`src/rtl/seq_det_pkg.sv`:
```
// seq_det_pkg: shared defaults for the programmable serial sequence detector.
package seq_det_pkg;
   localparam int MAX_LEN_DEF = 8;
   localparam int LEN_W = $clog2(MAX_LEN_DEF + 1);
   localparam logic [MAX_LEN_DEF-1:0] RST_PATTERN_DEF = 8'b0001_1011;
   localparam int RST_LEN_DEF = 5;
   localparam logic RST_OVERLAP_DEF = 1'b0;
endpackage

```
`src/rtl/seq_det_history.sv`:
```
// seq_det_history: received-bit history (newest at [0]) plus a saturating count
// of how many valid bits are held since the last clear.
module seq_det_history
   import seq_det_pkg::*;
#(
   parameter int MAX_LEN = MAX_LEN_DEF
)(
   input  logic                       clk,
   input  logic                       rst,
   input  logic                       shift,
   input  logic                       in_bit,
   input  logic                       clr_fill,
   output logic [MAX_LEN-2:0]         hist,
   output logic [$clog2(MAX_LEN)-1:0] fill
);
   localparam int FW = $clog2(MAX_LEN);
   always_ff @(posedge clk) begin
      if (rst) begin
         hist <= '0;
         fill <= '0;
      end else begin
         if (shift) hist <= (MAX_LEN-1)'({hist, in_bit});
         if (clr_fill) fill <= '0;
         else if (shift) fill <= (fill == FW'(MAX_LEN - 1)) ? fill : fill + FW'(1);
      end
   end
endmodule

```
`src/rtl/seq_detector_param.sv`:
```
// seq_detector_param: runtime-programmable serial pattern detector with Mealy match,
// registered match, saturating match counter and config-error pulse.
module seq_detector_param
   import seq_det_pkg::*;
#(
   parameter int MAX_LEN = MAX_LEN_DEF,
   parameter int CNT_W = 8,
   parameter logic [MAX_LEN-1:0] RST_PATTERN = MAX_LEN'(RST_PATTERN_DEF),
   parameter int RST_LEN = RST_LEN_DEF,
   parameter logic RST_OVERLAP = RST_OVERLAP_DEF
)(
   input  logic                         clk,
   input  logic                         rst,
   input  logic                         in_valid,
   input  logic                         in_bit,
   input  logic                         cfg_load,
   input  logic [MAX_LEN-1:0]           cfg_pattern,
   input  logic [$clog2(MAX_LEN+1)-1:0] cfg_len,
   input  logic                         cfg_overlap,
   input  logic                         clear_count,
   output logic                         match,
   output logic                         match_q,
   output logic [CNT_W-1:0]             match_count,
   output logic                         cfg_err
);
   localparam int LW = $clog2(MAX_LEN + 1);
   localparam int FW = $clog2(MAX_LEN);
   logic [MAX_LEN-1:0] pat;
   logic [LW-1:0] len;
   logic ovl;
   logic [MAX_LEN-2:0] hist;
   logic [FW-1:0] fill;
   logic [MAX_LEN-1:0] mask;
   logic legal, shift, hit, clr_fill;
   // Only the low len bits of {hist, in_bit} take part; fill guards against stale history.
   always_comb begin
      legal = (cfg_len != '0) && (cfg_len <= LW'(MAX_LEN));
      mask = ~({MAX_LEN{1'b1}} << len);
      hit = ((({hist, in_bit} ^ pat) & mask) == '0) && ((LW'(fill) + LW'(1)) >= len);
      shift = in_valid & ~cfg_load;
      match = shift & ~rst & hit;
      clr_fill = (cfg_load & legal) | (match & ~ovl);
   end
   seq_det_history #(.MAX_LEN(MAX_LEN)) u_hist (
      .clk(clk),
      .rst(rst),
      .shift(shift),
      .in_bit(in_bit),
      .clr_fill(clr_fill),
      .hist(hist),
      .fill(fill)
   );
   always_ff @(posedge clk) begin
      if (rst) begin
         pat <= RST_PATTERN;
         len <= LW'(RST_LEN);
         ovl <= RST_OVERLAP;
         match_q <= 1'b0;
         match_count <= '0;
         cfg_err <= 1'b0;
      end else begin
         if (cfg_load && legal) begin
            pat <= cfg_pattern;
            len <= cfg_len;
            ovl <= cfg_overlap;
         end
         match_q <= match;
         match_count <= clear_count ? '0 : (match && ~&match_count) ? match_count + CNT_W'(1) : match_count;
         cfg_err <= cfg_load & ~legal;
      end
   end
endmodule

```
`config.mk`:
```
export PLATFORM = sky130hd
export DESIGN_NAME = seq_detector_param
export DESIGN_NICKNAME = d
export VERILOG_FILES = /design/src/rtl/seq_det_pkg.sv /design/src/rtl/seq_det_history.sv /design/src/rtl/seq_detector_param.sv
export SDC_FILE = /design/constraint.sdc
export NUM_CORES = 1
export LEC_CHECK = 0
export ABC_CLOCK_PERIOD_IN_PS = 3200
export CAP_MARGIN = 20
export CORE_MARGIN = 5
export CORE_UTILIZATION = 25
export CTS_CLUSTER_SIZE = 14
export DETAILED_ROUTE_END_ITERATION = 8
export GPL_ROUTABILITY_DRIVEN = 0
export PLACE_DENSITY = 0.44
export SLEW_MARGIN = 20
export SYNTH_ARGS = -nofsm -noshare
export SYNTH_HDL_FRONTEND = slang
export SYNTH_SLANG_ARGS = --single-unit
```
`constraint.sdc`:
```
create_clock -name clk -period 3.2 [get_ports clk]
set_clock_uncertainty 0.2 [all_clocks]
set_input_delay 0.64 -clock clk [delete_from_list [all_inputs] [get_ports clk]]
set_output_delay 0.64 -clock clk [all_outputs]
set_load 0.005 [all_outputs]
```
Word level (Yosys, flattened, before mapping)
Cells that the tools add are included.
{"block": "op_classes", "n_addsub": 3, "n_lt_le_gt_ge": 2, "n_eq_ne": 1, "n_shift": 1, "n_bitwise": 15, "n_reduce_logical": 11}
{"operator": "$add A8 B1 Y8 const B", "count": 1}
{"operator": "$and A8 B8 Y8", "count": 1}
{"operator": "$logic_not A8 Y1", "count": 1}
{"operator": "$not A8 Y8", "count": 1}
{"operator": "$reduce_and A8 Y1", "count": 1}
{"operator": "$shl A8 B4 Y8 const A", "count": 1}
{"operator": "$xor A8 B8 Y8", "count": 1}
{"operator": "$and A1 B1 Y1", "count": 6}
{"operator": "$not A1 Y1", "count": 5}
{"operator": "$add A3 B1 Y4 const B", "count": 1}
{"operator": "$ge A4 B4 Y1", "count": 1}
{"operator": "$le A4 B4 Y1 const B", "count": 1}
{"operator": "$logic_and A1 B1 Y1", "count": 4}
{"operator": "$reduce_bool A4 Y1", "count": 1}
{"operator": "$reduce_or A2 Y1", "count": 2}
{"operator": "$add A3 B1 Y3 const B", "count": 1}
{"operator": "$eq A3 B3 Y1 const B", "count": 1}
{"operator": "$reduce_and A2 Y1", "count": 1}
{"operator": "$logic_not A1 Y1", "count": 1}
{"operator": "$or A1 B1 Y1", "count": 1}
{"block": "word_totals", "regBits": 33, "inputBits": 19, "output_inout_bits": 11, "elab_cells": 41}

Depth between registers and ports, before layout
{"block": "logic_depth", "ltp_word": 9, "ltp_mapped": 10, "ltp_nobuf": 10}

Hierarchy
From an unflattened synthesis, not the netlist that was laid out.
{"block": "hier_totals", "hier_cells": 193, "area_unflattened_um2": 1681.6}
{"module": "seq_detector_param", "n_inst": 1, "cells_per_inst": 158, "area_per_inst_um2": 1287.5, "seq_area_each_um2": 460.4}
{"module": "seq_det_history", "n_inst": 1, "cells_per_inst": 35, "area_per_inst_um2": 394.1, "seq_area_each_um2": 200.2}

Worst setup path after synthesis
Ideal clock, no wire load.
{"block": "synth_timing", "path_kind": "register to output", "from": "reg u_hist.fill[0]", "to": "out match", "t_arrival_ns": 1.673, "t_required_ns": 2.360, "setup_slack_ns": 0.687, "stages_incl_launch_ff": 9, "path_buffers": 0, "cell_sequence": "dfxtp_1 > ha_1 > ha_1 > ha_1 > o21a_1 > nor2_1 > nor3_1 > nand4_1 > inv_1"}
{"block": "synth_via", "elab_chain_len": 4}
{"element": "from (decl)", "line_no": "seq_det_history.sv:14", "text": "output logic [$clog2(MAX_LEN)-1:0] fill"}
{"element": "from (signal assigned)", "line_no": "seq_det_history.sv:24", "text": "else if (shift) fill <= (fill == FW'(MAX_LEN - 1)) ? fill : fill + FW'(1);"}
{"element": "$add A3 B1 Y4", "line_no": "seq_detector_param.sv:39", "text": "hit = ((({hist, in_bit} ^ pat) & mask) == '0) && ((LW'(fill) + LW'(1)) >= len);"}
{"element": "$ge A4 B4 Y1", "line_no": "seq_detector_param.sv:39"}
{"element": "$logic_and A1 B1 Y1", "line_no": "seq_detector_param.sv:39"}
{"element": "$and A1 B1 Y1", "line_no": "seq_detector_param.sv:41", "text": "match = shift & ~rst & hit;"}
{"element": "to (decl)", "line_no": "seq_detector_param.sv:21", "text": "output logic match,"}
No other way between the ends.

Final worst setup path
{"block": "layout_timing", "from": "in in_bit", "to": "out match"}
{"block": "layout_via", "elab_chain_len": 5}
{"element": "from (decl)", "line_no": "seq_detector_param.sv:15", "text": "input logic in_bit,"}
{"element": "$xor A8 B8 Y8", "line_no": "seq_detector_param.sv:39"}
{"element": "$and A8 B8 Y8", "line_no": "seq_detector_param.sv:39"}
{"element": "$logic_not A8 Y1", "line_no": "seq_detector_param.sv:39"}
{"element": "$logic_and A1 B1 Y1", "line_no": "seq_detector_param.sv:39"}
{"element": "$and A1 B1 Y1", "line_no": "seq_detector_param.sv:41"}
No other way between the ends.

==> results.md <==
* Worst hold slack across all endpoints at 252.9 ps
* Post-Synth XOR/XNOR Area at 5.410%
* Arrival time of the worst setup path at 2250 ps
* Number of hold violations in the final report at 0
* Number of cells traversed by the worst register-to-register path at 10
* Post-Route WL at 3917 µm
* Top cell type by total area after synthesis: dfxtp_1
* CTS Root Cell: clkbuf_8
* Leading cell types in the layout, fill and taps excluded: nand2_1 (51), dfxtp_1 (32), clkdlybuf4s50_1 (28)
* Global route total overflow at 0
* Power per unit of standard cell area at 406.5 nW/µm²
* Portion of the post-synthesis area used by sequential elements at 40.80%
* Startpoint of the worst hold path: ovl$_SDFFE_PP0P_
* Clock Path Buffers at 2
* First-pass detailed-route iteration total at 4
* Element type at the critical path end: output pin
* Pin slew with the least headroom to its limit at 513.7 ps
* Total power at 855.0 µW
* Synth Area in Compound Gates at 14.53%
* IO buf count at 29
* Count of warnings emitted by yosys at 0
* Placement Rows at 29
* Peak supply drop at 0.1710 mV
* Chip height at 90.48 µm
* Hold Path Sink: ovl$_SDFFE_PP0P_
* Number of nets at the end of the flow at 263
* Antenna violations before repair at 0
* All-layer global routing usage at 10.07%
* Share of synthesized area spent on multiplexers at 1.236%
* Final setup TNS at 0 ps
* First-iteration detailed-routing DRC count at 43
* Area growth from synthesis to final layout at 29.91%
* Initial cell density of the core at 25.64%
* Number of levels the H-tree was split into at 2
* Detail Route Antenna Nets at 0
* Area of the die at 8186 µm²
* Number of distinct library cells after synthesis at 37
* Total nets after synthesis at 229
* Top-level I/O count at 30
* Number of instances in the synthesized netlist at 203
* Register-to-Register Setup Slack at 640 ps
* Number of global-route vias before repair at 1469
* DP Wirelength at 2982 µm
* Total vias in the final route at 1450
* Number of storage elements in the synthesis netlist at 33
* Total leakage power at 0.7904 nW
* Final critical-path share of the clock period at 96.66%
* Terminus of the critical flop-to-flop path: u_hist.fill[0]$_SDFFE_PP0P_
* Startpoint class of the critical path: primary input
* Clock period minus worst slack at 3093 ps
* Mean routed wirelength per cell at 12.43 µm
* Leading post-synthesis cells by cell area: dfxtp_1 (41%), nand2_1 (12%), a21oi_1 (6.2%), ha_1 (5.4%), xnor2_1 (3.8%)
* Slowest Stage Delay on Critical Path at 450 ps
* Status: completed
* Chip width at 90.48 µm
* Area of the core region at 6314 µm²
* Met2 layer wire length in the routed design at 1756 µm
* Basic-gate share of the synthesized area counting and, or, nand and nor cells at 27.74%
* Reg clk slew, reported paths at 70 ps
* Synthesized area per cell at 7.976 µm²
* Synth Cell Area at 1619 µm²
* First-pass GRT wire length at 6768 µm
* Count of maximum capacitance violations at 0
* Detailed-route DRC error count at 0
* Top Layer Used: met4
* Number of sinks on the clock net at 33
* Worst slew slack as a fraction of its limit at 65.68%
* Critical path peak fanout at 2
* Slowest stage cell on the critical path: clkdlybuf4s50_1
* Vias/cell at 4.603
* Adder-cell area share of the yosys netlist at 5.410%
* HP Class: register to register
* Max Clk Rate at 0.3233 GHz
* Required arrival time at the worst endpoint at 2360 ps
* Detailed-routed wire length on met3 at 220 µm
* Number of clock buffers inserted by TritonCTS at 5
* Crit path kind: primary input to output pin
* Startpoint of the worst register-to-register path: u_hist.fill[0]$_SDFFE_PP0P_
* Combinational family with the most area after synthesis: simple AND/OR/NAND/NOR gates
* Setup repair after global routing missed its margin: false
* Clock latency on the worst-skew pair at 290 ps
* Cell Chain, Critical Path: clkdlybuf4s50_1 -> xor2_1 -> a211o_1 -> nor3_2 -> nand4_1 -> inv_1 -> dlygate4sd2_1
* Total of hold buffers inserted after clock tree synthesis at 0
* Wire length the detailed router placed on met1 at 1902 µm
* Leading cell type in the layout, fill and taps excluded: nand2_1
* Share of post-route cells with drive strength above 1 at 7.983%
* Layout Cell Area excl Fill at 2103 µm²
* CTS tree: yes
* Fraction of post-synthesis cell area in the top cell type by area at 40.80%
* Diode count at 0
* Min-Delay Path Depth at 2
* Number of buffers added for setup after CTS at 0
* Placed cell area at 2006 µm²
* Largest net degree at the start of global routing at 28
* Count of pins over their slew limit at 0
* Final Setup Violations at 0
-- state kept, by name (all words and copies together) (netlist names) --
| name | count |
|---|---|
| match_q | 1 |
| ovl | 1 |
| pat | 8 |
| match_count | 8 |
| u_hist.hist | 7 |
| cfg_err | 1 |
| len | 4 |
| u_hist.fill | 3 |
-- metrics by stage --
| stage | std cells | worst slack (ps) | util, % |
|---|---|---|---|
| 2_1_floorplan | 203 | 687.1 | - |
| 6_report | 315 | 107.0 | 33.31 |
| 3_3_place_gp | 307 | -122.6 | 31.77 |
| 4_1_cts | 315 | 80.37 | 33.21 |
| 3_5_place_dp | 307 | -143.9 | 31.77 |
| 5_1_grt | 315 | 2.278 | 33.31 |
-- worst max-delay path, delay by kind of cell --
family,cells,cell delay (ps)
buf+inv,3,800
simple gates,2,330
compound gates,1,310
xor+xnor,1,180
-- routing by layer --
metal,vias up,global-route usage (%)
li1,767,-
met1,643,12.06
met2,36,16.71
met5,-,0
met3,4,3.250
met4,0,3.722
-- worst max path at each step --
stage,start,endpoint,depth (start not counted)
after global placement,in_bit,match,7
after floorplan,u_hist.fill[0]$_SDFFE_PP0P_,match,8
after global routing,u_hist.fill[0]$_SDFFE_PP0P_,match,8
after detailed placement,in_bit,match,7
final,in_bit,match,7
after CTS,u_hist.fill[0]$_SDFFE_PP0P_,match,9
-- cells in the mapped netlist (all sizes together) --
library cell / count
nand3b: 6
inv: 7
nor2: 11
or3: 4
a41o: 1
a311oi: 2
o21ai: 6
xnor2: 7
a31oi: 1
a211o: 1
nor3: 4
dfxtp: 33
nor4: 1
a22oi: 1
buf: 3
o311ai: 2
nand2b: 3
a21oi: 20
a2111oi: 1
o22ai: 2
nor3b: 1
clkbuf: 6
or2: 1
nand2: 51
o41ai: 1
nand3: 6
or4: 1
nand4: 2
and3: 3
ha: 7
mux2i: 2
xor2: 3
and2: 1
o21a: 1
nor2b: 1
-- power breakdown --
group	leakage [nW]	switching, mW	internal [mW]
Sequential	0.269	0.0117	0.424
Clock	0.0364	0.164	0.152
Combinational	0.485	0.0494	0.0533
Total	0.790	0.225	0.630
-- cells by family after synthesis --
| logic type | count (synthesis) |
|---|---|
| AOI/OAI and AO/OA | 39 |
| and+or+nand+nor | 96 |
| adders and majority gates | 7 |
| xor gates and xnor gates | 10 |
| buffers and inverters | 16 |
| muxes | 2 |
| DFF | 33 |
-- cell type report --
class	count	area (µm²)
tap	77	96.34
multi-input combinational	154	885.9
sequential	33	661.9
timing repair buffer	36	341.6
clock buffer	5	68.82
clock inverter	3	22.52
inverter	7	26.28
fill	702	4210
-- repair_timing --
item	CTS	global route
resized for setup	2	2
setup endpoints to repair	1	1
pin swaps	1	2
Power figures use the tool's default switching activity.
==> edit 1 (config.mk and constraints unchanged) <==
Put one more register stage on the output `match_count`. The value now appears one clock later. The other outputs are not delayed to match.
--- a/src/rtl/seq_detector_param.sv
+++ b/src/rtl/seq_detector_param.sv
@@ -25,6 +25,8 @@
 );
    localparam int LW = $clog2(MAX_LEN + 1);
    localparam int FW = $clog2(MAX_LEN);
+
+   logic [CNT_W-1:0] match_count_s0;
    logic [MAX_LEN-1:0] pat;
    logic [LW-1:0] len;
    logic ovl;
@@ -56,7 +58,7 @@
          len <= LW'(RST_LEN);
          ovl <= RST_OVERLAP;
          match_q <= 1'b0;
-         match_count <= '0;
+         match_count_s0 <= '0;
          cfg_err <= 1'b0;
       end else begin
          if (cfg_load && legal) begin
@@ -65,9 +67,13 @@
             ovl <= cfg_overlap;
          end
          match_q <= match;
-         match_count <= clear_count ? '0 : (match && ~&match_count) ? match_count + CNT_W'(1) : match_count;
+         match_count_s0 <= clear_count ? '0 : (match && ~&match_count_s0) ? match_count_s0 + CNT_W'(1) : match_count_s0;
          cfg_err <= cfg_load & ~legal;
       end
    end
+   always_ff @(posedge clk) begin
+      match_count <= match_count_s0;
+   end
+
 endmodule
 
Behaviour: not the same (a bounded check fails within 4 cycles, from zero or initial values and one cycle with rst high).
==> edit 1 against the unedited design <==
  * Power is 25% higher
  * Worst setup slack better by 0.13 ns
  * Via count is 4.8% higher
  * Cell count is 7.9% higher
  * Die area is 8.5% higher
  * Routed wire length is 10% higher
  * Sequential cell count is 8 higher
  * Non-clock buffer count is 2 higher
  * Global-route usage is 0.38 points higher
  * Cell area is 11% higher
  * Area after synthesis is 9.6% higher
  * Worst hold slack worse by 0.061 ns
  * Critical path type is now flop to output port
  * Largest power group unchanged
  * Highest routed layer unchanged
==> edit 1: results (changes against the unedited design) <==
metric	value	unit	change
Met1 Routed Length	2.36	mm	+24%
Post-DP Area	0.00220	mm^2	+9.8%
static leakage	0.877	nW	+11%
M3 GR Usage	2.32	%	-0.93 points
status	finished clean		
drt first pass iters	6		+2
HPWL after detailed placement	3.24	mm	+8.8%
multi-input combinational cell area	890	um^2	+0.42%
Top Registers	match_count x8, match_count_s0 x8, pat x8		
Max IR drop VDD	145	uV	-15%
Reg-to-Reg End	match_count_s0[7]$_SDFFE_PP0P_		
top sig layer	met4		
switching share of power	23.9	%	-2.4 points
first-pass GRT wire length	7.14	mm	+5.5%
sequential fraction of the synthesis area	46.3	%	+5.5 points
Clock power frac	39.5	%	+2.4 points
Tot GR Track Use	10.5	%	+0.38 points
number of setup buffers added after CTS	1		+1
synth unique cells	39		+5.4%
Post-synth top cells	nand2_1, dfxtp_1, a21oi_1		
sequential power share	50.0	%	-0.9 points
hold path cells	0		-2
Top delay family on crit path	adder cells		
post-detailed-route via-to-cell ratio	4.47		-2.9%
Crit path largest cell delay	0.33	ns	-0.12 ns
Slew @ Worst Pin	0.522	ns	+0.00869 ns
initial drt markers	90		+110%
vias in the first global route	1415		-3.7%
met2 Track Usage GR	13.8	%	-2.9 points
R2R Setup Slk	0.50	ns	-0.14 ns
DR WL met3	174	um	-21%
min-delay src	match_count_s0[2]$_SDFFE_PP0P_		
top post-synthesis cells by area	dfxtp_1, nand2_1, a21oi_1		
layout cells sized above 1	12.3	%	+4.3 points
WL final	4.32	mm	+10%
Slowest cell on crit path	dfxtp_2		
nets	269		+2.3%
DP Worst Slack	-0.0378	ns	+0.106 ns
Net Count, Synth	232		+1.3%
Worst Hold End	match_count[2]$_DFF_P_		
fill count	734		+4.6%
port bufs	29		unchanged
## edit 1: cell count changes after synthesis, sizes merged, moves of 2 or more
cell / before / now
dfxtp: 33 / 41
mux2i: 2 / 4
nand2b: 3 / 1
nand3: 6 / 9
nand3b: 6 / 0
nor2: 11 / 6
nor3: 4 / 7
o211ai: 0 / 3
o311ai: 2 / 0
## edit 1: cell families (layout without fill, tap and decap cells)
| family | count (synthesis) | after routing | synth area share (%) |
|---|---|---|---|
| xor+xnor | 10 | 10 | 4.94 |
| flops | 41 | 41 | 46.3 |
| compound gates | 39 | 39 | 13.3 |
| buf+inv | 16 | 54 | 4.09 |
| simple gates | 89 | 89 | 24.3 |
| mux | 4 | 4 | 2.26 |
| fa+ha+maj | 7 | 7 | 4.94 |
## edit 1: area by class of cell
type | count | area share (%)
clock buffers | 5 | 2.95
clock inverters | 3 | 1.98
inverters | 8 | 1.29
multi-input cells | 149 | 38.1
flip-flops and latches | 41 | 35.2
well taps | 96 | 5.15
repair buffers | 38 | 15.3
## edit 1: worst max path at each step
stage                                 from                              to  slack, ns  cells after the start
6_report       u_hist.fill[0]$_SDFFE_PP0P_                           match       0.24                      9
4_1_cts        u_hist.fill[0]$_SDFFE_PP0P_                           match       0.21                      9
5_1_grt        u_hist.fill[1]$_SDFFE_PP0P_                           match       0.08                      9
2_1_floorplan  u_hist.fill[0]$_SDFFE_PP0P_  match_count_s0[7]$_SDFFE_PP0P_       0.59                      9
3_5_place_dp                      in_valid                           match      -0.04                      7
3_3_place_gp                      in_valid                           match      -0.03                      7
## edit 1: through the flow
stage,TNS (ns),std cells
6_report,0,340
5_1_grt,0,340
4_1_cts,0,340
3_5_place_dp,-0.0378,331
3_3_place_gp,-0.0258,331
2_1_floorplan,0,206
==> edit 2 (same settings) <==
Without the edit above. `CNT_W`: 8 -> 6.
--- a/src/rtl/seq_detector_param.sv
+++ b/src/rtl/seq_detector_param.sv
@@ -4,7 +4,7 @@
    import seq_det_pkg::*;
 #(
    parameter int MAX_LEN = MAX_LEN_DEF,
-   parameter int CNT_W = 8,
+   parameter int CNT_W = 6,
    parameter logic [MAX_LEN-1:0] RST_PATTERN = MAX_LEN'(RST_PATTERN_DEF),
    parameter int RST_LEN = RST_LEN_DEF,
    parameter logic RST_OVERLAP = RST_OVERLAP_DEF
Ports: changed (resized match_count); port bits go from 30 to 28. No check against the original RTL was run, so the function may have changed too.
==> edit 2 against the unedited design <==
  * Cell area is 1.2% lower
  * Clock power is 44% higher
  * Routed wire length is 4.5% lower
  * Sequential cell count is 2 lower
  * Power is 13% higher
  * Via count is 5.7% lower
  * Cell count is 4.1% lower
  * Worst setup slack better by 0.053 ns
  * Area after synthesis is 7.7% lower
  * Largest power group is now clock
==> edit 2: results (changes against the unedited design) <==
metric	value	unit	change
status	finished clean		
number of diodes	0		unchanged
Hold-fix buffers, CTS	0		unchanged
synth unique cells	32		-14%
Synth Area in Adders	5.86	%	+0.45 points
Synth Area in Compound Gates	15.8	%	+1.3 points
layout cells sized above 1	13.7	%	+5.7 points
vias in the first global route	1321		-10%
hold path cells	2		unchanged
largest net degree at the start of global routing	27		-3.6%
DR WL met3	213	um	-3.2%
Post-Synth XOR/XNOR Area	6.45	%	+1.0 points
clk_lat worst skew	0.28	ns	
Crit Path Category	flop to output port		
initial drt markers	46		+7.0%
Met1 Routed Length	1.76	mm	-7.7%
R2R Setup Slk	0.29	ns	-0.35 ns
Max Fanout on Critical Path	2		unchanged
Worst Hold End	u_hist.hist[6]$_SDFFE_PP0P_		
Top delay family on crit path	adder cells		
CTS H-tree lvls	2		unchanged
hold slack	0.269	ns	+0.0158 ns
Max IR drop VDD	205	uV	+20%
Crit path largest cell delay	0.34	ns	-0.11 ns
first-pass GRT wire length	6.23	mm	-7.9%
post-detailed-route via-to-cell ratio	4.53		-1.7%
EDFF count, synth	0		unchanged
wire per inst	12.4	um	-0.38%
top post-synthesis cells by area	dfxtp_1, nand2_1, a21oi_1		
port bufs	27		-6.9%
r2r worst-path depth	10		unchanged
Tot GR Track Use	10.6	%	+0.53 points
Synth Warn #	0		unchanged
WL met2	1.71	mm	-2.5%
min-delay src	u_hist.hist[6]$_SDFFE_PP0P_		
Worst-path clk slew	0.07	ns	about the same
sequential fraction of the synthesis area	41.5	%	+0.74 points
Hold Path Class	flop to flop		
initial antenna violation count	0		unchanged
Post-synth top cells	nand2_1, dfxtp_1, a21oi_1		
Max Cap Violations	0		unchanged
ys async rst share	0	%	unchanged
Clock Tree Root	clkbuf_8		
Slew @ Worst Pin	0.448	ns	-0.0662 ns
HPWL after detailed placement	2.90	mm	-2.9%
static leakage	0.811	nW	+2.6%
critical path endpoint	match		
Net Count, Synth	211		-7.9%
reg2reg start	u_hist.fill[0]$_SDFFE_PP0P_		
post-synthesis mux area share	0	%	-1.2 points
Slowest cell on crit path	dfxtp_1		
nets	252		-4.2%
CTS Buf Count	5		unchanged
fill count	619		-12%
top sig layer	met4		
drt first pass iters	4		unchanged
Top Registers	pat x8, u_hist.hist x7, match_count x6		
CTS Buffer Depth	2		unchanged
Reg-to-Reg End	match_count[5]$_SDFFE_PP0P_		
## edit 2: routing by layer
metal | up-vias | GRT usage [%]
met5 | - | 0
met4 | 0 | 4.60
met3 | 5 | 3.22
met2 | 28 | 16.7
met1 | 617 | 13.3
li1 | 717 | -
## edit 2: worst register-to-register path, cell delays in order, from the launching register on
cell,delay [ns]
dfxtp_1,0.34
ha_2,0.20
ha_4,0.20
ha_1,0.26
o21ai_0,0.07
a222oi_1,0.23
nand3_1,0.18
buf_4,0.18
or4b_4,0.52
or3_1,0.35
a21boi_1,0.13
## edit 2: through the flow
stage | setup TNS, ns | setup slack, ns | std cells | area (um^2) | power [mW]
6_report | 0 | 0.160 | 302 | 2080 | 0.970
3_5_place_dp | -0.186 | -0.183 | 293 | 1930 | 0.523
2_1_floorplan | 0 | 0.375 | 185 | 1490 | 0.471
3_3_place_gp | -0.194 | -0.194 | 293 | 1930 | 0.524
4_1_cts | 0 | 0.0205 | 301 | 2060 | 0.987
5_1_grt | -0.00718 | -0.00718 | 302 | 2080 | 1.02
## edit 2: what timing repair did
item / in CTS / in global routing
pin swaps: 1 / 3
gates cloned: 0 / 0
endpoints found under the setup margin: 1 / 2
resized for setup: 1 / 6
buffers inserted: 0 / 1
## edit 2: cell type report
type	count	area [um^2]	share of cell area, %
well taps	75	93.8	4.52
multi-input cells	141	840	40.4
inverters	7	26.3	1.27
repair buffers	40	363	17.5
clock buffers	6	72.6	3.49
flip-flops and latches	31	622	29.9
clock inverters	2	60.1	2.89
## edit 2: power by group
part           internal, mW  total [mW]  switching, mW  leakage (nW)
combinational        0.0545       0.104         0.0495         0.492
sequential            0.399       0.410         0.0106         0.253
clock                 0.311       0.457          0.145        0.0654
total                 0.765       0.970          0.206         0.811
